## src/rtl/enigma_pkg.sv

```systemverilog
// Shared types, constants and helpers for the rotor stepping controller
// and the odometer logic it uses.
package enigma_pkg;

  localparam int LETTER_W = 5;
  localparam int ALPHA    = 26;

  typedef enum logic [1:0] {
    IDLE    = 2'd0,
    STEP    = 2'd1,
    SETTLE  = 2'd2,
    CAPTURE = 2'd3
  } ctrl_state_t;

  // Advance a rotor position by one, wrapping 25 back to 0.
  function automatic logic [LETTER_W-1:0] wrap_inc(input logic [LETTER_W-1:0] pos);
    logic [LETTER_W-1:0] res;
    if (pos >= LETTER_W'(ALPHA - 1)) begin
      res = LETTER_W'(0);
    end else begin
      res = pos + LETTER_W'(1);
    end
    return res;
  endfunction

endpackage

```

## src/rtl/enigma_step_ctrl_if.sv

```systemverilog
// Key handshake between the keyboard/debounce front end (master) and the
// stepping controller (slave).
interface enigma_step_ctrl_if;
  import enigma_pkg::*;

  logic                key_valid;
  logic                key_ready;
  logic [LETTER_W-1:0] key_in;

  modport master (output key_valid, output key_in, input key_ready);
  modport slave  (input key_valid, input key_in, output key_ready);

endinterface

```

## src/rtl/enigma_odometer.sv

```systemverilog
// Next-position logic for the three rotors: rotor1 always steps, rotor2
// steps on the rotor1 notch, and (optionally) rotor2 double-steps and
// carries into rotor3 when it sits on its own notch. Purely combinational
// so the decrypt-side replica can reuse it unchanged.
module enigma_odometer
  import enigma_pkg::*;
#(
  parameter int NOTCH1      = 16,
  parameter int NOTCH2      = 4,
  parameter int DOUBLE_STEP = 1
) (
  input  logic [LETTER_W-1:0] p1,
  input  logic [LETTER_W-1:0] p2,
  input  logic [LETTER_W-1:0] p3,
  output logic [LETTER_W-1:0] n1,
  output logic [LETTER_W-1:0] n2,
  output logic [LETTER_W-1:0] n3
);

  logic notch1_hit_s;
  logic notch2_hit_s;

  // Notch detection and the stepped positions; a simultaneous notch hit on
  // both rotors still steps rotor2 only once.
  always_comb begin
    notch1_hit_s = (p1 == LETTER_W'(NOTCH1));
    notch2_hit_s = (DOUBLE_STEP != 0) && (p2 == LETTER_W'(NOTCH2));
    n1 = wrap_inc(p1);
    if (notch1_hit_s || notch2_hit_s) begin
      n2 = wrap_inc(p2);
    end else begin
      n2 = p2;
    end
    if (notch2_hit_s) begin
      n3 = wrap_inc(p3);
    end else begin
      n3 = p3;
    end
  end

endmodule

```

## src/rtl/enigma_step_ctrl.sv

```systemverilog
// Rotor stepping controller: accepts one letter per handshake, steps the
// rotors, holds letter and positions on the rotor chain for a settle
// window and then captures the chain output as the ciphertext letter.
module enigma_step_ctrl
  import enigma_pkg::*;
#(
  parameter int SETTLE_CYCLES = 2,
  parameter int NOTCH1        = 16,
  parameter int NOTCH2        = 4,
  parameter int DOUBLE_STEP   = 1
) (
  input  logic                  clk,
  input  logic                  rst_n,
  enigma_step_ctrl_if.slave     key_bus,
  input  logic                  load,
  input  logic [3*LETTER_W-1:0] load_pos,
  output logic [LETTER_W-1:0]   rot1_pos,
  output logic [LETTER_W-1:0]   rot2_pos,
  output logic [LETTER_W-1:0]   rot3_pos,
  output logic [LETTER_W-1:0]   dp_in,
  input  logic [LETTER_W-1:0]   enc_in,
  output logic [LETTER_W-1:0]   letter_out,
  output logic                  out_valid,
  output logic                  busy,
  output logic                  err
);

  ctrl_state_t         state_r, state_nxt_s;
  logic [3:0]          cnt_r, cnt_nxt_s;
  logic [LETTER_W-1:0] p1_r, p2_r, p3_r;
  logic [LETTER_W-1:0] p1_nxt_s, p2_nxt_s, p3_nxt_s;
  logic [LETTER_W-1:0] odo1_s, odo2_s, odo3_s;
  logic [LETTER_W-1:0] dp_r, dp_nxt_s;
  logic [LETTER_W-1:0] letter_r, letter_nxt_s;
  logic                ov_r, ov_nxt_s;
  logic                err_r, err_nxt_s;
  logic                key_ready_s;
  logic                key_legal_s;
  logic                ld1_bad_s, ld2_bad_s, ld3_bad_s;

  enigma_odometer #(
    .NOTCH1      (NOTCH1),
    .NOTCH2      (NOTCH2),
    .DOUBLE_STEP (DOUBLE_STEP)
  ) u_odometer (
    .p1 (p1_r),
    .p2 (p2_r),
    .p3 (p3_r),
    .n1 (odo1_s),
    .n2 (odo2_s),
    .n3 (odo3_s)
  );

  assign key_legal_s = (key_bus.key_in != LETTER_W'(0)) &&
                       (key_bus.key_in <= LETTER_W'(ALPHA));
  assign ld1_bad_s   = (load_pos[4:0]   >= LETTER_W'(ALPHA));
  assign ld2_bad_s   = (load_pos[9:5]   >= LETTER_W'(ALPHA));
  assign ld3_bad_s   = (load_pos[14:10] >= LETTER_W'(ALPHA));

  // Next-state and next-register decode; every register holds unless its
  // state says otherwise, and the strobes default low.
  always_comb begin
    state_nxt_s  = state_r;
    cnt_nxt_s    = cnt_r;
    p1_nxt_s     = p1_r;
    p2_nxt_s     = p2_r;
    p3_nxt_s     = p3_r;
    dp_nxt_s     = dp_r;
    letter_nxt_s = letter_r;
    ov_nxt_s     = 1'b0;
    err_nxt_s    = 1'b0;
    key_ready_s  = 1'b0;
    case (state_r)
      IDLE: begin
        key_ready_s = !load;
        if (load) begin
          p1_nxt_s  = ld1_bad_s ? LETTER_W'(0) : load_pos[4:0];
          p2_nxt_s  = ld2_bad_s ? LETTER_W'(0) : load_pos[9:5];
          p3_nxt_s  = ld3_bad_s ? LETTER_W'(0) : load_pos[14:10];
          err_nxt_s = ld1_bad_s || ld2_bad_s || ld3_bad_s;
        end else if (key_bus.key_valid) begin
          if (key_legal_s) begin
            dp_nxt_s    = key_bus.key_in;
            state_nxt_s = STEP;
          end else begin
            err_nxt_s = 1'b1;
          end
        end else begin
          state_nxt_s = IDLE;
        end
      end
      STEP: begin
        p1_nxt_s    = odo1_s;
        p2_nxt_s    = odo2_s;
        p3_nxt_s    = odo3_s;
        cnt_nxt_s   = 4'd0;
        state_nxt_s = SETTLE;
      end
      SETTLE: begin
        if (cnt_r == 4'(SETTLE_CYCLES - 1)) begin
          state_nxt_s = CAPTURE;
        end else begin
          cnt_nxt_s = cnt_r + 4'd1;
        end
      end
      CAPTURE: begin
        letter_nxt_s = enc_in;
        ov_nxt_s     = 1'b1;
        dp_nxt_s     = LETTER_W'(0);
        state_nxt_s  = IDLE;
      end
      default: begin
        dp_nxt_s    = LETTER_W'(0);
        state_nxt_s = IDLE;
      end
    endcase
  end

  // FSM state register.
  always_ff @(posedge clk or negedge rst_n) begin
    if (!rst_n) begin
      state_r <= IDLE;
    end else begin
      state_r <= state_nxt_s;
    end
  end

  // Positions, settle counter, datapath letter and registered outputs.
  always_ff @(posedge clk or negedge rst_n) begin
    if (!rst_n) begin
      cnt_r    <= 4'd0;
      p1_r     <= LETTER_W'(0);
      p2_r     <= LETTER_W'(0);
      p3_r     <= LETTER_W'(0);
      dp_r     <= LETTER_W'(0);
      letter_r <= LETTER_W'(0);
      ov_r     <= 1'b0;
      err_r    <= 1'b0;
    end else begin
      cnt_r    <= cnt_nxt_s;
      p1_r     <= p1_nxt_s;
      p2_r     <= p2_nxt_s;
      p3_r     <= p3_nxt_s;
      dp_r     <= dp_nxt_s;
      letter_r <= letter_nxt_s;
      ov_r     <= ov_nxt_s;
      err_r    <= err_nxt_s;
    end
  end

  assign key_bus.key_ready = key_ready_s;
  assign busy              = (state_r != IDLE);
  assign rot1_pos          = p1_r;
  assign rot2_pos          = p2_r;
  assign rot3_pos          = p3_r;
  assign dp_in             = dp_r;
  assign letter_out        = letter_r;
  assign out_valid         = ov_r;
  assign err               = err_r;

endmodule

```

## src/flat_wrapper.sv

```systemverilog
// flat-port wrapper written by rule: the top's interface ports become plain ports
module enigma_step_ctrl_flat import enigma_pkg::*;
#(
  parameter int SETTLE_CYCLES = 2,
  parameter int NOTCH1        = 16,
  parameter int NOTCH2        = 4,
  parameter int DOUBLE_STEP   = 1
)
  (clk, rst_n, load, load_pos, rot1_pos, rot2_pos, rot3_pos, dp_in, enc_in, letter_out, out_valid, busy, err, key_bus_key_valid, key_bus_key_in, key_bus_key_ready);
  enigma_step_ctrl_if key_bus_i ();
  input  logic clk;
  input  logic rst_n;
  input  logic load;
  input  logic [3*LETTER_W-1:0] load_pos;
  output logic [LETTER_W-1:0] rot1_pos;
  output logic [LETTER_W-1:0] rot2_pos;
  output logic [LETTER_W-1:0] rot3_pos;
  output logic [LETTER_W-1:0] dp_in;
  input  logic [LETTER_W-1:0] enc_in;
  output logic [LETTER_W-1:0] letter_out;
  output logic out_valid;
  output logic busy;
  output logic err;
  input wire logic [$bits(key_bus_i.key_valid)-1:0] key_bus_key_valid;
  input wire logic [$bits(key_bus_i.key_in)-1:0] key_bus_key_in;
  output wire logic [$bits(key_bus_i.key_ready)-1:0] key_bus_key_ready;
  assign key_bus_i.key_valid = key_bus_key_valid;
  assign key_bus_i.key_in = key_bus_key_in;
  assign key_bus_key_ready = key_bus_i.key_ready;
  enigma_step_ctrl #(.SETTLE_CYCLES(SETTLE_CYCLES), .NOTCH1(NOTCH1), .NOTCH2(NOTCH2), .DOUBLE_STEP(DOUBLE_STEP)) u_core (.clk(clk), .rst_n(rst_n), .key_bus(key_bus_i), .load(load), .load_pos(load_pos), .rot1_pos(rot1_pos), .rot2_pos(rot2_pos), .rot3_pos(rot3_pos), .dp_in(dp_in), .enc_in(enc_in), .letter_out(letter_out), .out_valid(out_valid), .busy(busy), .err(err));
endmodule
```

## config.mk

```make
export PLATFORM = sky130hd
export DESIGN_NAME = enigma_step_ctrl_flat
export DESIGN_NICKNAME = d
export VERILOG_FILES = /design/src/rtl/enigma_pkg.sv /design/src/rtl/enigma_step_ctrl_if.sv /design/src/rtl/enigma_odometer.sv /design/src/rtl/enigma_step_ctrl.sv /design/src/flat_wrapper.sv
export SDC_FILE = /design/constraint.sdc
export NUM_CORES = 1
export LEC_CHECK = 0
export CAP_MARGIN = 20
export CELL_PAD_IN_SITES_DETAIL_PLACEMENT = 1
export CELL_PAD_IN_SITES_GLOBAL_PLACEMENT = 2
export CORE_MARGIN = 10
export CORE_UTILIZATION = 32
export DETAILED_ROUTE_END_ITERATION = 16
export PLACE_DENSITY_LB_ADDON = 0.1
export SLEW_MARGIN = 20
export SYNTH_ARGS = -nofsm -noshare
export SYNTH_HDL_FRONTEND = slang
export SYNTH_SLANG_ARGS = --single-unit
```

## constraint.sdc

```tcl
create_clock -name clk -period 3.7 [get_ports clk]
set_input_delay 0.74 -clock clk [delete_from_list [all_inputs] [get_ports clk]]
set_output_delay 0.74 -clock clk [all_outputs]
set_load 0.02 [all_outputs]
```

After elaboration in Yosys (flattened, before gate mapping) --
Index checks and enable logic that the tools add are counted.
Storage, ports and cells: bits in latches 0, register bits 33, memories kept 0, bits in read-only memories 0, RAM bits 0, input port bits 29
Cells by class: multiplexer cells 31, reduce and logical (&&, ||, !) cells 17, shift operators 0, $add $sub $neg 4, $lt $le $gt $ge 7, divide/modulo/power cells 0, bitwise gates (word level) 0, equality and inequality tests 15, multiply operators 0
Operators by type and width (count):
- two-way mux 5 bit | 14
- one-hot mux 5 bit (2 select lines) | 4
- >= comparator 5 bit, second input constant | 6
- adder 5 x 1 -> 5 bit, second input constant | 3
- != test 2 bit, second input constant | 6
- AND reduction 3 bit | 3
- two-way mux 2 bit | 4
- one-hot mux 2 bit (4 select lines) | 1
- one-hot mux 4 bit (2 select lines) | 1
- nonzero test 2 bit | 4
- two-way mux 1 bit | 6
- equality test 5 x 3 -> 1 bit, second input constant | 1
- equality test 5 bit, second input constant | 1
- <= comparator 5 bit, second input constant | 1
- nonzero test 5 bit | 1
- adder 4 x 1 -> 4 bit, second input constant | 1
- equality test 2 bit, second input constant | 2
- equality test 4 x 1 -> 1 bit, second input constant | 1
- two-way mux 4 bit | 1
- != test 2 x 1 -> 1 bit, second input constant | 2
- AND reduction 2 bit | 2
- AND reduction 4 bit | 1
- logical OR 1 bit | 3
- != test 3 x 2 -> 1 bit, second input constant | 1
- other kinds (4) | 4

Longest topological paths before layout --
Gate-level depths: netlist (run 1).
depth in word-level cells 6, gate-level depth with buffers 7, gate-level depth less buffers 6

Cells and area by module --
From an unflattened synthesis (run 1), not the netlist that was laid out.
Unflattened totals: cell total of the unflattened synthesis 229, area total of the unflattened synthesis 2160.8 um2
By module, submodules not included:
- enigma_step_ctrl | instances 1, area an instance 1696.6 um2, cells an instance 161
- enigma_odometer | instances 1, area an instance 464.2 um2, cells an instance 68

Worst setup path after synthesis (run 1) --
Ideal clock, no wire load.
path type reg2out, start point reg u_core.state_r[0], end point out key_bus_key_ready, arrival 1385 ps, stages on the path, launching flop included 7, required time 2960 ps, buffers on the path 2, path slack 1575 ps, cell sequence dfrtp_1 inv_1 ha_1 clkbuf_8 buf_6 inv_1 nor2_1
On the way: longest elaborated chain between the ends 2
Ends and longest elaborated chain:
- start: declaration | RTL line enigma_step_ctrl.sv:28 | ctrl_state_t state_r, state_nxt_s;
- start signal: assignment | RTL line enigma_step_ctrl.sv:124 | state_r <= state_nxt_s;
- logical NOT 2 bit | RTL line enigma_step_ctrl.sv:73 | case (state_r)
- two-way mux 1 bit | RTL line enigma_step_ctrl.sv:73
- end: declaration | RTL line flat_wrapper.sv:26 | output wire logic [$bits(key_bus_i.key_ready)-1:0] key_bus_key_ready;
No other way between the ends.

Final worst setup path (run 1) --
start point in load, end point out key_bus_key_ready
On the way: longest elaborated chain between the ends 2
Ends and longest elaborated chain:
- start: declaration | RTL line flat_wrapper.sv:13 | input logic load;
- logical NOT 1 bit | RTL line enigma_step_ctrl.sv:75 | key_ready_s = !load;
- two-way mux 1 bit | RTL line enigma_step_ctrl.sv:73
No other way between the ends.

==> report_table.html, run 1 <==
<table>
<tr><th>Metric</th><th>Value</th></tr>
<tr><th colspan="2">Global route</th></tr>
<tr><td>Pin count of the biggest net entering global routing</td><td>34</td></tr>
<tr><td>Overall track demand over capacity in global routing</td><td>12.4%</td></tr>
<tr><td>Number of global-route vias before repair</td><td>between 2,000 and 2,500</td></tr>
<tr><td>Global-route wire length before repair</td><td>~11 mm</td></tr>
<tr><td>Initial antenna violation count</td><td>0</td></tr>
<tr><td>Sum of overflow across all layers after global routing</td><td>0</td></tr>
<tr><th colspan="2">Critical path</th></tr>
<tr><td>Required time of the critical path</td><td>around 3.0 ns</td></tr>
<tr><td>Classification of the worst setup path</td><td>input pin to output port</td></tr>
<tr><td>Startpoint Class</td><td>input pin</td></tr>
<tr><td>CP Data Arrival Time</td><td>roughly 2.2 ns</td></tr>
<tr><td>Depth of the most critical reg-to-reg path</td><td>7</td></tr>
<tr><td>Max Fanout on Critical Path</td><td>10</td></tr>
<tr><td>Critical Path End Type</td><td>output port</td></tr>
<tr><th colspan="2">Synthesis</th></tr>
<tr><td>Synthesized cell area</td><td>approximately 2200 µm²</td></tr>
<tr><td>EDFF count, synth</td><td>0</td></tr>
<tr><td>Post-synthesis cell type with the largest combined area</td><td>sky130_fd_sc_hd__dfrtp_1</td></tr>
<tr><td>Synthesized instance count</td><td>between 200 and 250</td></tr>
<tr><td>Distinct cell type count of the synthesized netlist</td><td>55</td></tr>
<tr><td>Total of warnings raised by yosys</td><td>0</td></tr>
<tr><td>Fraction of registers with async set or reset after synthesis</td><td>100%</td></tr>
<tr><td>Most used flip-flop cell after synthesis</td><td>sky130_fd_sc_hd__dfrtp_1</td></tr>
<tr><td>Portion of the post-synthesis area used by sequential elements</td><td>roughly 38%</td></tr>
<tr><td>Synthesized area per cell</td><td>roughly 9.7 µm²</td></tr>
<tr><td>Area share of the largest cell type after synthesis</td><td>37.6%</td></tr>
<tr><td>Register bit total from synthesis</td><td>33</td></tr>
<tr><td>Post-Synthesis Net Count</td><td>270</td></tr>
<tr><td>Most area-consuming cells after synthesis</td><td>sky130_fd_sc_hd__dfrtp_1 38%, sky130_fd_sc_hd__ha_1 8.6%, sky130_fd_sc_hd__o21ai_0 3.7%</td></tr>
<tr><th colspan="2">Floorplanning</th></tr>
<tr><td>Starting density of the core</td><td>approximately a third</td></tr>
<tr><td>Die Span Y</td><td>a little over 100 µm</td></tr>
<tr><td>I/O pin cnt</td><td>a little under 60</td></tr>
<tr><td>Total die area</td><td>between 10,000 and 15,000 µm²</td></tr>
<tr><td>Horizontal die dimension</td><td>103 µm</td></tr>
<tr><td>Core Region</td><td>roughly 6700 µm²</td></tr>
<tr><td>Site row count</td><td>30</td></tr>
<tr><th colspan="2">CTS</th></tr>
<tr><td>H-Tree Level Count</td><td>2</td></tr>
<tr><td>Clock-pin slew of the registers on the worst-case setup and hold paths</td><td>approximately 0.07 ns</td></tr>
<tr><td>Clock buffers created by TritonCTS</td><td>5</td></tr>
<tr><td>CTS Buffer Depth</td><td>2</td></tr>
<tr><td>Post-CTS setup buffer count</td><td>0</td></tr>
<tr><td>Post-cts gate resize count</td><td>0</td></tr>
<tr><td>Clk Latency, worst-skew pair</td><td>0.28 ns</td></tr>
<tr><td>Total number of clock tree sinks</td><td>33</td></tr>
<tr><td>Clock tree from TritonCTS</td><td>done</td></tr>
<tr><td>CTS Root Cell</td><td>sky130_fd_sc_hd__clkbuf_8</td></tr>
<tr><td>Number of buffers inserted for hold repair after clock tree synthesis</td><td>0</td></tr>
<tr><th colspan="2">Route</th></tr>
<tr><td>Drt pass-1 iters</td><td>4</td></tr>
<tr><td>ANT nets after route</td><td>0</td></tr>
<tr><td>Initial drt markers</td><td>33</td></tr>
<tr><td>Count of vias placed by the detailed router</td><td>approximately 2,000</td></tr>
<tr><td>Total DRC errors in the routed layout</td><td>0</td></tr>
<tr><td>Via count normalized by instance count</td><td>5.44</td></tr>
<tr><td>Routed length per instance</td><td>around 18 µm</td></tr>
<tr><td>Post-Route WL</td><td>6.44 mm</td></tr>
<tr><th colspan="2">Layout</th></tr>
<tr><td>Multi-input combinational cell area</td><td>roughly 1200 µm²</td></tr>
<tr><td>Layout-stage area growth over the synthesis result</td><td>32.2%</td></tr>
<tr><td>Summed area of non-filler cells in the final layout</td><td>2900 µm²</td></tr>
<tr><td>Final Net Count</td><td>330</td></tr>
<tr><td>Share of final-layout standard cells stronger than drive strength 1</td><td>a little under a tenth</td></tr>
<tr><td>Filler Cell Count</td><td>between 700 and 800</td></tr>
<tr><td>Seq. cell area</td><td>826 µm²</td></tr>
<tr><td>Antenna diode count</td><td>0</td></tr>
<tr><th colspan="2">Outcome</th></tr>
<tr><td>Status</td><td>finished, final reports clean</td></tr>
<tr><th colspan="2">Timing</th></tr>
<tr><td>Number of setup violations in the final report</td><td>0</td></tr>
<tr><td>Worst max-slew margin expressed relative to the limit</td><td>just under 60%</td></tr>
<tr><td>Max-slew violation count</td><td>0</td></tr>
<tr><td>Worst Skew</td><td>0.00471 ns</td></tr>
<tr><td>Share of the clock period used by the worst path after layout</td><td>between 70% and 80%</td></tr>
<tr><td>Slew at the pin closest to its max-slew limit</td><td>about 0.6 ns</td></tr>
<tr><td>Fmax achieved</td><td>340 MHz</td></tr>
<tr><td>Number of hold violations in the final report</td><td>0</td></tr>
<tr><td>Shortest period the worst path allows</td><td>2.94 ns</td></tr>
<tr><td>Aggregate negative setup slack</td><td>0 ns</td></tr>
<tr><td>Unrepaired setup endpoints after global routing</td><td>no</td></tr>
<tr><th colspan="2">Min path</th></tr>
<tr><td>Worst hold-check path type</td><td>flop to flop</td></tr>
<tr><td>Worst Hold Depth</td><td>1</td></tr>
<tr><th colspan="2">Placed design</th></tr>
<tr><td>Placed standard-cell area</td><td>between 2000 and 3000 µm²</td></tr>
<tr><td>Routability-driven placement congestion ratio</td><td>0.749</td></tr>
<tr><td># port buffers</td><td>57</td></tr>
<tr><td>Half-perimeter wire length after placement</td><td>just under 5 mm</td></tr>
<tr><th colspan="2">Flow run</th></tr>
<tr><td>Number of maximum-capacitance violations</td><td>0</td></tr>
<tr><th colspan="2">Pwr</th></tr>
<tr><td>PwrDens</td><td>833 nW/µm²</td></tr>
<tr><td>Standby leakage power</td><td>around 1.2 nW</td></tr>
<tr><td>Worst-case vdd ir drop</td><td>0.312 mV</td></tr>
</table>
[critical path, cell delays in order]
cell and delay [ns]:
sky130_fd_sc_hd__clkdlybuf4s50_1 0.62, sky130_fd_sc_hd__nor2_1 0.20, sky130_fd_sc_hd__clkdlybuf4s50_1 0.64
[placed cells by master, fill, tap and decap left out, drive strengths merged, types with 2 or more instances in the layout]
master	Yosys	final
a31oi	2	2
nor2	9	9
a2bb2oi	3	3
nand4bb	2	2
or4	2	2
a32o	2	2
nor3	6	6
o21ai	16	16
xor2	2	2
dfrtp	33	33
and2	7	7
inv	16	16
buf	5	3
clkdlybuf4s50	0	57
o2bb2ai	5	5
a32oi	3	3
o21a	3	3
a21oi	12	12
and3	2	2
nand4	2	2
nand2	18	18
o311ai	2	2
a311o	5	5
nor4	3	3
a22oi	2	2
o211ai	2	2
nand2b	3	3
ha	15	15
nand3	15	15
mux2	5	5
clkbuf	2	5
a22o	5	5
[worst paths after layout]
| path | start | end | slack (ns) |
|---|---|---|---|
| worst max-delay path | load | key_bus_key_ready | 0.76 |
| worst min-delay path | u_core.letter_out[2]$_DFFE_PN0P_ | u_core.letter_out[2]$_DFFE_PN0P_ | 0.51 |
| worst max register to register | u_core.state_r[0]$_DFFE_PN0P_ | u_core.rot2_pos[4]$_DFFE_PN0P_ | 1.54 |
| worst min register to register | u_core.letter_out[2]$_DFFE_PN0P_ | u_core.letter_out[2]$_DFFE_PN0P_ | 0.51 |
| max in group asynchronous | rst_n | u_core.rot2_pos[2]$_DFFE_PN0P_ | 2.50 |
| min in group asynchronous | rst_n | u_core.rot1_pos[0]$_DFFE_PN0P_ | 0.87 |
[kinds of logic (layout without fill, tap and decap cells)]
family / Yosys count / in the layout / synth area share (%)
AO/OA/AOI/OAI: 72 / 72 / 25.0
flip-flops: 33 / 33 / 37.6
XOR/XNOR: 2 / 2 / 0.799
AND/OR/NAND/NOR: 75 / 75 / 18.8
multiplexers: 6 / 6 / 3.59
adder cells (fa/ha/maj): 15 / 15 / 8.56
buffers and inverters: 23 / 82 / 5.53
[per-stage QoR]
step / instances / hold WS, ns / power, mW / utilization (%) / setup slack [ns]
floorplan: 226 / 0.444 / 1.63 / - / 1.58
global placement: 359 / 0.488 / 2.17 / 42.0 / 0.811
detailed placement: 359 / 0.499 / 2.19 / 42.0 / 0.739
CTS: 365 / 0.516 / 2.46 / 43.1 / 0.734
global route: 365 / 0.535 / 2.64 / 43.1 / 0.700
finish: 365 / 0.513 / 2.41 / 43.1 / 0.756
[synth_stat cells (all sizes together) (3+ instances only)]
| cell type | number |
|---|---|
| buf | 5 |
| nand3 | 15 |
| o2bb2ai | 5 |
| o21a | 3 |
| a2bb2oi | 3 |
| ha | 15 |
| and2 | 7 |
| nand2 | 18 |
| a21oi | 12 |
| nor2 | 9 |
| mux2 | 5 |
| a22o | 5 |
| nor3 | 6 |
| inv | 16 |
| o21ai | 16 |
| dfrtp | 33 |
| nor4 | 3 |
| a311o | 5 |
| a32oi | 3 |
| nand2b | 3 |
[state kept, by name (all words and copies together), names as in the netlist]
| name | cells |
|---|---|
| u_core.dp_in | 5 |
| u_core.letter_out | 5 |
| u_core.rot1_pos | 5 |
| u_core.rot2_pos | 5 |
| u_core.rot3_pos | 5 |
| u_core.cnt_r | 4 |
| u_core.state_r | 2 |
| u_core.err | 1 |
| u_core.out_valid | 1 |
[routing by layer]
metal  vias to the layer above  global-route usage (%)  wire length (µm)
li1                        971                       -                 -
met1                       972                    16.1              3020
met2                        36                    19.9              3040
met3                         6                    3.35               307
met4                         0                    3.21                63
met5                         -                       0                 0
[power by group]
part	internal, mW	switching (mW)
clock	0.124	0.132
combinational	0.659	0.772
sequential	0.527	0.201
[cell type report]
cell class	instances	share of cell area, %
clock buffer	5	2.37
tap	80	3.45
inverter	16	2.07
timing repair buffer	60	20.5
clock inverter	1	0.173
sequential	33	28.5
multi-input combinational	170	43.0
(Power assumes the default switching activity.)
==> run 2, diff against run 1 <==
CORE_UTILIZATION = 27   (was 32)
clock period = 2.4 ns   (was 3.7 ns; I/O delays follow)
==> run 2 against run 1 <==
Effect of this change:
- register-to-register slack got worse by 1.2 ns
- clock skew up 0.0042 ns
- critical endpoint unchanged
- setup slack got worse by 0.51 ns
==> report_table.html, run 2 (synthesized netlist as in run 1, its figures left out) <==
<table>
<tr><th>Metric</th><th>Value</th></tr>
<tr><th colspan="2">Critical path</th></tr>
<tr><td>Required time of the critical path</td><td>1.92 ns (was 2.96 ns)</td></tr>
<tr><td>CP max stage cell</td><td>sky130_fd_sc_hd__dfrtp_1 (was sky130_fd_sc_hd__clkdlybuf4s50_1)</td></tr>
<tr><td>Worst reg2reg startpoint</td><td>u_core.state_r[0]$_DFFE_PN0P_ (unchanged)</td></tr>
<tr><td>Depth of the most critical reg-to-reg path</td><td>8 (was 7)</td></tr>
<tr><td>Classification of the worst setup path</td><td>flop to output port (was input pin to output port)</td></tr>
<tr><td>CP max stage delay</td><td>0.42 ns (was 0.64 ns)</td></tr>
<tr><td>CP Data Arrival Time</td><td>1.68 ns (was 2.20 ns)</td></tr>
<tr><td>Flop2flop setup slack</td><td>0.37 ns (was 1.54 ns)</td></tr>
<tr><td>Worst r2r dst</td><td>u_core.rot1_pos[4]$_DFFE_PN0P_ (was u_core.rot2_pos[4]$_DFFE_PN0P_)</td></tr>
<tr><td>Critical Path End Type</td><td>output port (unchanged)</td></tr>
<tr><td>Most numerous cell on the critical path</td><td>sky130_fd_sc_hd__inv_1 (was sky130_fd_sc_hd__clkdlybuf4s50_1)</td></tr>
<tr><td>List of cells traversed by the critical path</td><td>inv_1 -&gt; ha_1 -&gt; inv_1 -&gt; nor2_1 -&gt; dlygate4sd2_1 (was clkdlybuf4s50_1 -&gt; nor2_1 -&gt; clkdlybuf4s50_1)</td></tr>
<tr><td>Startpoint Class</td><td>flop (was input pin)</td></tr>
<tr><td>Max Fanout on Critical Path</td><td>6 (was 10)</td></tr>
<tr><th colspan="2">Layout</th></tr>
<tr><td>Most common cell after layout, fill and taps aside</td><td>sky130_fd_sc_hd__clkdlybuf4s50_1 (unchanged)</td></tr>
<tr><td>Layout-stage area growth over the synthesis result</td><td>38.3% (was 32.2%)</td></tr>
<tr><td>Non-filler instance count after layout</td><td>394 (was 365)</td></tr>
<tr><td>Final Net Count</td><td>335 (was 330)</td></tr>
<tr><td>Seq. cell area</td><td>826 µm² (unchanged)</td></tr>
<tr><td>Share of final-layout standard cells stronger than drive strength 1</td><td>11.6% (was 9.12%)</td></tr>
<tr><td>Filler Cell Count</td><td>920 (was 790)</td></tr>
<tr><td>Summed area of non-filler cells in the final layout</td><td>3030 µm² (was 2900 µm²)</td></tr>
<tr><td>Antenna diode count</td><td>0 (unchanged)</td></tr>
<tr><td>Highest-count cells in the layout ignoring fill and taps</td><td>54 x sky130_fd_sc_hd__clkdlybuf4s50_1, 33 x sky130_fd_sc_hd__dfrtp_1, 18 x sky130_fd_sc_hd__nand2_1 (was 57 x sky130_fd_sc_hd__clkdlybuf4s50_1, 33 x sky130_fd_sc_hd__dfrtp_1, 18 x sky130_fd_sc_hd__nand2_1)</td></tr>
<tr><td>Multi-input combinational cell area</td><td>1250 µm² (unchanged)</td></tr>
<tr><th colspan="2">CTS</th></tr>
<tr><td>Clock-pin slew of the registers on the worst-case setup and hold paths</td><td>0.07 ns (about the same)</td></tr>
<tr><td>Number of buffers inserted for hold repair after clock tree synthesis</td><td>0 (unchanged)</td></tr>
<tr><td>CTS Buffer Depth</td><td>2 (unchanged)</td></tr>
<tr><td>Total number of clock tree sinks</td><td>33 (unchanged)</td></tr>
<tr><td>Post-CTS setup buffer count</td><td>0 (unchanged)</td></tr>
<tr><td>Post-cts gate resize count</td><td>1 (was 0)</td></tr>
<tr><td>Clk Latency, worst-skew pair</td><td>0.29 ns (was 0.28 ns)</td></tr>
<tr><td>CTS Root Cell</td><td>sky130_fd_sc_hd__clkbuf_8 (unchanged)</td></tr>
<tr><td>H-Tree Level Count</td><td>2 (unchanged)</td></tr>
<tr><td>Clock buffers created by TritonCTS</td><td>5 (unchanged)</td></tr>
<tr><td>Clock tree from TritonCTS</td><td>done (unchanged)</td></tr>
<tr><th colspan="2">Global route</th></tr>
<tr><td>Met2 Usage GRT</td><td>18.7% (was 19.9%)</td></tr>
<tr><td>Overall track demand over capacity in global routing</td><td>11.5% (was 12.4%)</td></tr>
<tr><td>Grt peak-use layer</td><td>met2 (unchanged)</td></tr>
<tr><td>Met3 capacity usage during global routing</td><td>3.77% (was 3.35%)</td></tr>
<tr><td>Number of global-route vias before repair</td><td>2,176 (was 2,055)</td></tr>
<tr><td>Met1 capacity usage during global routing</td><td>14.5% (was 16.1%)</td></tr>
<tr><td>Pin count of the biggest net entering global routing</td><td>34 (unchanged)</td></tr>
<tr><td>Global-route wire length before repair</td><td>11.2 mm (was 10.5 mm)</td></tr>
<tr><td>Initial antenna violation count</td><td>0 (unchanged)</td></tr>
<tr><td>Sum of overflow across all layers after global routing</td><td>0 (unchanged)</td></tr>
<tr><th colspan="2">Floorplanning</th></tr>
<tr><td>Starting density of the core</td><td>28.1% (was 32.6%)</td></tr>
<tr><td>Total die area</td><td>12,100 µm² (was 10,600 µm²)</td></tr>
<tr><td>Horizontal die dimension</td><td>110 µm (was 103 µm)</td></tr>
<tr><td>Die Span Y</td><td>110 µm (was 103 µm)</td></tr>
<tr><td>I/O pin cnt</td><td>58 (unchanged)</td></tr>
<tr><td>Core Region</td><td>7810 µm² (was 6720 µm²)</td></tr>
<tr><td>Site row count</td><td>32 (was 30)</td></tr>
<tr><th colspan="2">Timing</th></tr>
<tr><td>Aggregate negative setup slack</td><td>0 ns (unchanged)</td></tr>
<tr><td>Slew at the pin closest to its max-slew limit</td><td>0.836 ns (was 0.601 ns)</td></tr>
<tr><td>Worst Skew</td><td>0.00896 ns (was 0.00471 ns)</td></tr>
<tr><td>Fmax achieved</td><td>between 400 and 500 MHz</td></tr>
<tr><td>Worst max-slew margin expressed relative to the limit</td><td>44.2% (was 59.5%)</td></tr>
<tr><td>Number of setup violations in the final report</td><td>0 (unchanged)</td></tr>
<tr><td>Shortest period the worst path allows</td><td>2.16 ns</td></tr>
<tr><td>Number of hold violations in the final report</td><td>0 (unchanged)</td></tr>
<tr><td>Share of the clock period used by the worst path after layout</td><td>between 80% and 90%</td></tr>
<tr><td>Hold slack final</td><td>0.286 ns (was 0.513 ns)</td></tr>
<tr><td>Unrepaired setup endpoints after global routing</td><td>no (unchanged)</td></tr>
<tr><td>Max-slew violation count</td><td>0 (unchanged)</td></tr>
<tr><th colspan="2">Pwr</th></tr>
<tr><td>Final Power</td><td>4.04 mW (was 2.41 mW)</td></tr>
<tr><td>PwrDens</td><td>1330 nW/µm² (was 833 nW/µm²)</td></tr>
<tr><td>Standby leakage power</td><td>1.25 nW (was 1.19 nW)</td></tr>
<tr><td>Worst-case vdd ir drop</td><td>0.522 mV (was 0.312 mV)</td></tr>
<tr><th colspan="2">Route</th></tr>
<tr><td>Post-Route WL</td><td>6.69 mm (was 6.44 mm)</td></tr>
<tr><td>Routed length per instance</td><td>17.0 µm (was 17.6 µm)</td></tr>
<tr><td>Via count normalized by instance count</td><td>5.10 (was 5.44)</td></tr>
<tr><td>ANT nets after route</td><td>0 (unchanged)</td></tr>
<tr><td>Total DRC errors in the routed layout</td><td>0 (unchanged)</td></tr>
<tr><td>Count of vias placed by the detailed router</td><td>2,008 (was 1,985)</td></tr>
<tr><td>Initial drt markers</td><td>61 (was 33)</td></tr>
<tr><td>Drt pass-1 iters</td><td>4 (unchanged)</td></tr>
<tr><th colspan="2">Placed design</th></tr>
<tr><td>Total instance count after detailed placement</td><td>386 (was 359)</td></tr>
<tr><td>Routability-driven placement congestion ratio</td><td>0.718 (was 0.749)</td></tr>
<tr><td>Half-perimeter wire length after placement</td><td>5.07 mm (was 4.88 mm)</td></tr>
<tr><td>Placed standard-cell area</td><td>2900 µm² (was 2830 µm²)</td></tr>
<tr><td># port buffers</td><td>57 (unchanged)</td></tr>
<tr><th colspan="2">Outcome</th></tr>
<tr><td>Status</td><td>finished, final reports clean (unchanged)</td></tr>
<tr><th colspan="2">Min path</th></tr>
<tr><td>Worst hold-check path type</td><td>input pin to asynchronous set/reset pin (was flop to flop)</td></tr>
<tr><th colspan="2">Flow run</th></tr>
<tr><td>Number of maximum-capacitance violations</td><td>0 (unchanged)</td></tr>
</table>
==> run 2: final cells by class <==
type                    instances  share of cell area, %
flip-flops and latches         33                   27.2
inverters                      16                   1.98
repair buffers                 65                   21.1
clock inverters                 3                   2.15
multi-input cells             170                   41.1
well taps                     102                   4.21
clock buffers                   5                   2.27
==> run 2: critical path, delay by kind of cell (launching register included) <==
kind | cells | cell delay [ns]
fa+ha+maj | 1 | 0.20
buf+inv | 3 | 0.62
simple gates | 1 | 0.17
flops | 1 | 0.42
==> run 2: worst max path at each step <==
| stage | from | to |
|---|---|---|
| 6_report | u_core.state_r[0]$_DFFE_PN0P_ | key_bus_key_ready |
| 3_3_place_gp | key_bus_key_in[3] | u_core.dp_in[0]$_DFFE_PN0P_ |
| 2_1_floorplan | u_core.rot1_pos[1]$_DFFE_PN0P_ | u_core.rot1_pos[2]$_DFFE_PN0P_ |
| 4_1_cts | u_core.state_r[0]$_DFFE_PN0P_ | busy |
| 5_1_grt | u_core.state_r[0]$_DFFE_PN0P_ | key_bus_key_ready |
| 3_5_place_dp | key_bus_key_in[3] | u_core.dp_in[3]$_DFFE_PN0P_ |
==> run 2: report_power, final <==
group          switching (mW)  total [mW]  internal [mW]  leakage, nW
sequential              0.306        1.12          0.812        0.412
clock                   0.226       0.638          0.413       0.0681
combinational            1.21        2.28           1.07        0.771
total                    1.75        4.04           2.29         1.25
==> run 2: per-stage QoR <==
step / setup WS (ns) / utilization, %
5_1_grt: 0.104 / 38.8
3_5_place_dp: 0.0461 / 37.1
4_1_cts: 0.0770 / 38.8
6_report: 0.242 / 38.8
2_1_floorplan: 0.518 / -
3_3_place_gp: 0.0650 / 37.1
==> run 2: layer usage <==
layer | wire, µm | part of all wire (%)
met1 | 3050 | 46
met2 | 3240 | 48
met3 | 349 | 5.2
met4 | 57 | 0.85
met5 | 0 | 0
==> run 3, diff against run 2 <==
clock period = 1.8 ns   (was 2.4 ns; I/O delays follow)
==> run 3 against run 2 <==
Effect of this change:
- setup slack worse by 0.20 ns
- highest routed layer unchanged
- critical path depth up 2
- clock power up 17%
- design area up 13%
- combinational power up 63%
- register-to-register slack worse by 0.32 ns
- clock skew down 0.0023 ns
- sequential power up 28%
- first-iteration DRC count down 44%
- core utilization up 4.9 points
- wire length up 7.8%
- largest cell class unchanged
==> report_table.html, run 3 (synthesized netlist as in run 1, its figures left out) <==
<table>
<tr><th>Metric</th><th>Value</th></tr>
<tr><th colspan="2">Timing</th></tr>
<tr><td>Fmax achieved</td><td>approximately 570 MHz</td></tr>
<tr><td>Share of the clock period used by the worst path after layout</td><td>between 90 and 100%</td></tr>
<tr><td>Slew at the pin closest to its max-slew limit</td><td>0.388 ns (was 0.836 ns)</td></tr>
<tr><td>Worst max-slew margin expressed relative to the limit</td><td>74.0% (was 44.2%)</td></tr>
<tr><td>Post-layout worst setup margin</td><td>0.0446 ns (was 0.242 ns)</td></tr>
<tr><td>Shortest period the worst path allows</td><td>between 1.5 and 2 ns</td></tr>
<tr><td>Aggregate negative setup slack</td><td>0 ns (unchanged)</td></tr>
<tr><td>Number of setup violations in the final report</td><td>0 (unchanged)</td></tr>
<tr><td>Hold slack final</td><td>0.447 ns (was 0.286 ns)</td></tr>
<tr><td>Max-slew violation count</td><td>0 (unchanged)</td></tr>
<tr><td>Number of hold violations in the final report</td><td>0 (unchanged)</td></tr>
<tr><td>Unrepaired setup endpoints after global routing</td><td>yes (was no)</td></tr>
<tr><td>Worst Skew</td><td>0.00665 ns (was 0.00896 ns)</td></tr>
<tr><th colspan="2">Floorplanning</th></tr>
<tr><td>Site row count</td><td>32 (unchanged)</td></tr>
<tr><td>I/O pin cnt</td><td>58 (unchanged)</td></tr>
<tr><td>Core Region</td><td>7810 µm² (unchanged)</td></tr>
<tr><td>Starting density of the core</td><td>28.1% (unchanged)</td></tr>
<tr><td>Total die area</td><td>12,100 µm² (unchanged)</td></tr>
<tr><td>Horizontal die dimension</td><td>110 µm (unchanged)</td></tr>
<tr><td>Die Span Y</td><td>110 µm (unchanged)</td></tr>
<tr><th colspan="2">Min path</th></tr>
<tr><td>Worst hold-check path type</td><td>input pin to asynchronous set/reset pin (unchanged)</td></tr>
<tr><th colspan="2">Pwr</th></tr>
<tr><td>Worst-case vdd ir drop</td><td>0.797 mV (was 0.522 mV)</td></tr>
<tr><td>Total internal power</td><td>3.40 mW (was 2.29 mW)</td></tr>
<tr><td>Proportion of power drawn by flip-flops and latches</td><td>24.3% (was 27.7%)</td></tr>
<tr><td>PwrDens</td><td>1720 nW/µm² (was 1330 nW/µm²)</td></tr>
<tr><td>Standby leakage power</td><td>1.55 nW (was 1.25 nW)</td></tr>
<tr><td>Clk pwr share</td><td>12.7% (was 15.8%)</td></tr>
<tr><td>Sw power</td><td>2.49 mW (was 1.75 mW)</td></tr>
<tr><td>Logic gate share of total power</td><td>63.0% (was 56.5%)</td></tr>
<tr><td>Proportion of total power due to net switching</td><td>42.3% (was 43.2%)</td></tr>
<tr><th colspan="2">CTS</th></tr>
<tr><td>Clk Latency, worst-skew pair</td><td>0.29 ns (about the same)</td></tr>
<tr><td>Clock-pin slew of the registers on the worst-case setup and hold paths</td><td>0.08 ns (was 0.07 ns)</td></tr>
<tr><td>H-Tree Level Count</td><td>2 (unchanged)</td></tr>
<tr><td>CTS Root Cell</td><td>sky130_fd_sc_hd__clkbuf_8 (unchanged)</td></tr>
<tr><td>Clock tree from TritonCTS</td><td>done (unchanged)</td></tr>
<tr><td>Clock buffers created by TritonCTS</td><td>5 (unchanged)</td></tr>
<tr><td>Total number of clock tree sinks</td><td>33 (unchanged)</td></tr>
<tr><td>Number of buffers inserted for hold repair after clock tree synthesis</td><td>0 (unchanged)</td></tr>
<tr><td>CTS Buffer Depth</td><td>2 (unchanged)</td></tr>
<tr><th colspan="2">Critical path</th></tr>
<tr><td>Worst r2r dst</td><td>u_core.rot1_pos[2]$_DFFE_PN0P_ (was u_core.rot1_pos[4]$_DFFE_PN0P_)</td></tr>
<tr><td>Max Fanout on Critical Path</td><td>6 (unchanged)</td></tr>
<tr><td>Startpoint Class</td><td>input pin (was flop)</td></tr>
<tr><td>Depth of the most critical reg-to-reg path</td><td>5 (was 8)</td></tr>
<tr><td>List of cells traversed by the critical path</td><td>clkdlybuf4s50_1 -&gt; buf_4 -&gt; nand2_1 -&gt; o22ai_4 -&gt; buf_6 -&gt; or2_4 -&gt; a311o_1 (was inv_1 -&gt; ha_1 -&gt; inv_1 -&gt; nor2_1 -&gt; dlygate4sd2_1)</td></tr>
<tr><td>Flop2flop setup slack</td><td>0.05 ns (was 0.37 ns)</td></tr>
<tr><td>CP max stage delay</td><td>0.42 ns (about the same)</td></tr>
<tr><td>Worst reg2reg startpoint</td><td>u_core.rot1_pos[0]$_DFFE_PN0P_ (was u_core.state_r[0]$_DFFE_PN0P_)</td></tr>
<tr><td>Critical Path End Type</td><td>flop (was output port)</td></tr>
<tr><td>CP max stage cell</td><td>sky130_fd_sc_hd__clkdlybuf4s50_1 (was sky130_fd_sc_hd__dfrtp_1)</td></tr>
<tr><td>Classification of the worst setup path</td><td>input pin to flop (was flop to output port)</td></tr>
<tr><td>CP Data Arrival Time</td><td>1.93 ns (was 1.68 ns)</td></tr>
<tr><td>Required time of the critical path</td><td>1.98 ns (was 1.92 ns)</td></tr>
<tr><th colspan="2">Route</th></tr>
<tr><td>Via count normalized by instance count</td><td>5.02 (was 5.10)</td></tr>
<tr><td>Post-Route WL</td><td>7.22 mm (was 6.69 mm)</td></tr>
<tr><td>Count of vias placed by the detailed router</td><td>2,163 (was 2,008)</td></tr>
<tr><td>Routed length per instance</td><td>16.7 µm (was 17.0 µm)</td></tr>
<tr><td>Total DRC errors in the routed layout</td><td>0 (unchanged)</td></tr>
<tr><td>Drt pass-1 iters</td><td>4 (unchanged)</td></tr>
<tr><td>Initial drt markers</td><td>34 (was 61)</td></tr>
<tr><td>ANT nets after route</td><td>0 (unchanged)</td></tr>
<tr><th colspan="2">Global route</th></tr>
<tr><td>Overall track demand over capacity in global routing</td><td>12.2% (was 11.5%)</td></tr>
<tr><td>Sum of overflow across all layers after global routing</td><td>0 (unchanged)</td></tr>
<tr><td>Number of global-route vias before repair</td><td>2,282 (was 2,176)</td></tr>
<tr><td>Pin count of the biggest net entering global routing</td><td>34 (unchanged)</td></tr>
<tr><td>Initial antenna violation count</td><td>0 (unchanged)</td></tr>
<tr><td>Global-route wire length before repair</td><td>11.7 mm (was 11.2 mm)</td></tr>
<tr><th colspan="2">Placed design</th></tr>
<tr><td>Routability-driven placement congestion ratio</td><td>0.765 (was 0.718)</td></tr>
<tr><td># port buffers</td><td>57 (unchanged)</td></tr>
<tr><td>Total instance count after detailed placement</td><td>421 (was 386)</td></tr>
<tr><td>Placed standard-cell area</td><td>3190 µm² (was 2900 µm²)</td></tr>
<tr><td>Pre-CTS setup slack</td><td>-0.419 ns (was 0.0461 ns)</td></tr>
<tr><td>Half-perimeter wire length after placement</td><td>5.52 mm (was 5.07 mm)</td></tr>
<tr><th colspan="2">Layout</th></tr>
<tr><td>Layout-stage area growth over the synthesis result</td><td>55.8% (was 38.3%)</td></tr>
<tr><td>Highest-count cells in the layout ignoring fill and taps</td><td>41 x sky130_fd_sc_hd__buf_4, 40 x sky130_fd_sc_hd__clkdlybuf4s50_1, 30 x sky130_fd_sc_hd__dfrtp_1 (was 54 x sky130_fd_sc_hd__clkdlybuf4s50_1, 33 x sky130_fd_sc_hd__dfrtp_1, 18 x sky130_fd_sc_hd__nand2_1)</td></tr>
<tr><td>Filler Cell Count</td><td>891 (was 920)</td></tr>
<tr><td>Antenna diode count</td><td>0 (unchanged)</td></tr>
<tr><td>Final Net Count</td><td>372 (was 335)</td></tr>
<tr><td>Summed area of non-filler cells in the final layout</td><td>3420 µm² (was 3030 µm²)</td></tr>
<tr><td>Share of final-layout standard cells stronger than drive strength 1</td><td>26.1% (was 11.6%)</td></tr>
<tr><td>Non-filler instance count after layout</td><td>431 (was 394)</td></tr>
<tr><td>Most common cell after layout, fill and taps aside</td><td>sky130_fd_sc_hd__buf_4 (was sky130_fd_sc_hd__clkdlybuf4s50_1)</td></tr>
<tr><th colspan="2">Outcome</th></tr>
<tr><td>Status</td><td>finished, final reports clean (unchanged)</td></tr>
<tr><th colspan="2">Flow run</th></tr>
<tr><td>Number of maximum-capacitance violations</td><td>0 (unchanged)</td></tr>
</table>
==> run 3: cell count changes in the layout (fill, tap and decap cells not counted), moves of 3 or more <==
cell,before,now
sky130_fd_sc_hd__dlymetal6s2s_1,1,11
sky130_fd_sc_hd__o21ai_0,15,11
sky130_fd_sc_hd__buf_4,7,41
sky130_fd_sc_hd__dlygate4sd2_1,1,5
sky130_fd_sc_hd__dfrtp_1,33,30
sky130_fd_sc_hd__clkdlybuf4s50_1,54,40
sky130_fd_sc_hd__dfrtp_2,0,3
==> run 3: critical path, delay by kind of cell <==
family,cells,cell delay (ns)
buffers and inverters,3,0.71
AO/OA/AOI/OAI,2,0.47
AND/OR/NAND/NOR,2,0.38
==> run 3: worst max path at each step <==
stage                                               from                        endpoint  depth (start not counted)
after detailed placement               key_bus_key_in[2]     u_core.dp_in[4]$_DFFE_PN0P_                          6
after global routing       u_core.state_r[1]$_DFFE_PN0P_  u_core.rot2_pos[4]$_DFFE_PN0P_                          7
after global placement                 key_bus_key_in[3]     u_core.dp_in[2]$_DFFE_PN0P_                          6
final                                  key_bus_key_in[3]     u_core.dp_in[4]$_DFFE_PN0P_                          7
after floorplan            u_core.state_r[1]$_DFFE_PN0P_  u_core.rot2_pos[4]$_DFFE_PN0P_                          7
after CTS                 u_core.rot1_pos[0]$_DFFE_PN0P_                     rot1_pos[0]                          2
==> run 3: power by group through the flow <==
| stage | registers [mW] | logic [mW] | clock network [mW] |
|---|---|---|---|
| after floorplan | 1.75 | 1.64 | 0 |
| after CTS | 1.43 | 3.65 | 0.776 |
| final | 1.43 | 3.71 | 0.749 |
| after global placement | 1.42 | 3.62 | 0 |
| after detailed placement | 1.43 | 3.66 | 0 |
| after global routing | 1.49 | 4.11 | 0.801 |
==> run 3: final cells by class <==
| type | instances | area, µm² | area share [%] |
|---|---|---|---|
| multi-input cells | 170 | 1330 | 38.8 |
| repair buffers | 102 | 957 | 28.0 |
| flip-flops and latches | 33 | 830 | 24.3 |
| well taps | 102 | 128 | 3.73 |
| clock buffers | 7 | 86.3 | 2.53 |
| inverters | 16 | 60.1 | 1.76 |
| clock inverters | 1 | 30.0 | 0.878 |
==> run 3: stage by stage <==
step	power, mW	utilization [%]
2_1_floorplan	3.38	-
3_3_place_gp	5.04	40.9
3_5_place_dp	5.08	40.9
4_1_cts	5.85	42.6
5_1_grt	6.41	43.8
6_report	5.89	43.8
==> run 3: timing repair <==
action / 4_1_cts / 5_1_grt
setup endpoints to repair: 16 / 30
buffers inserted: 0 / 2
pin swaps: 3 / 5
resized for setup: 15 / 28
==> run 3: layer usage <==
metal	global-route usage, %	share of wire (%)	vias to the layer above
met5	0	0	-
met4	3.30	1.1	0
met3	3.60	4.3	7
met2	19.5	50	32
met1	15.6	45	1067
li1	-	-	1057
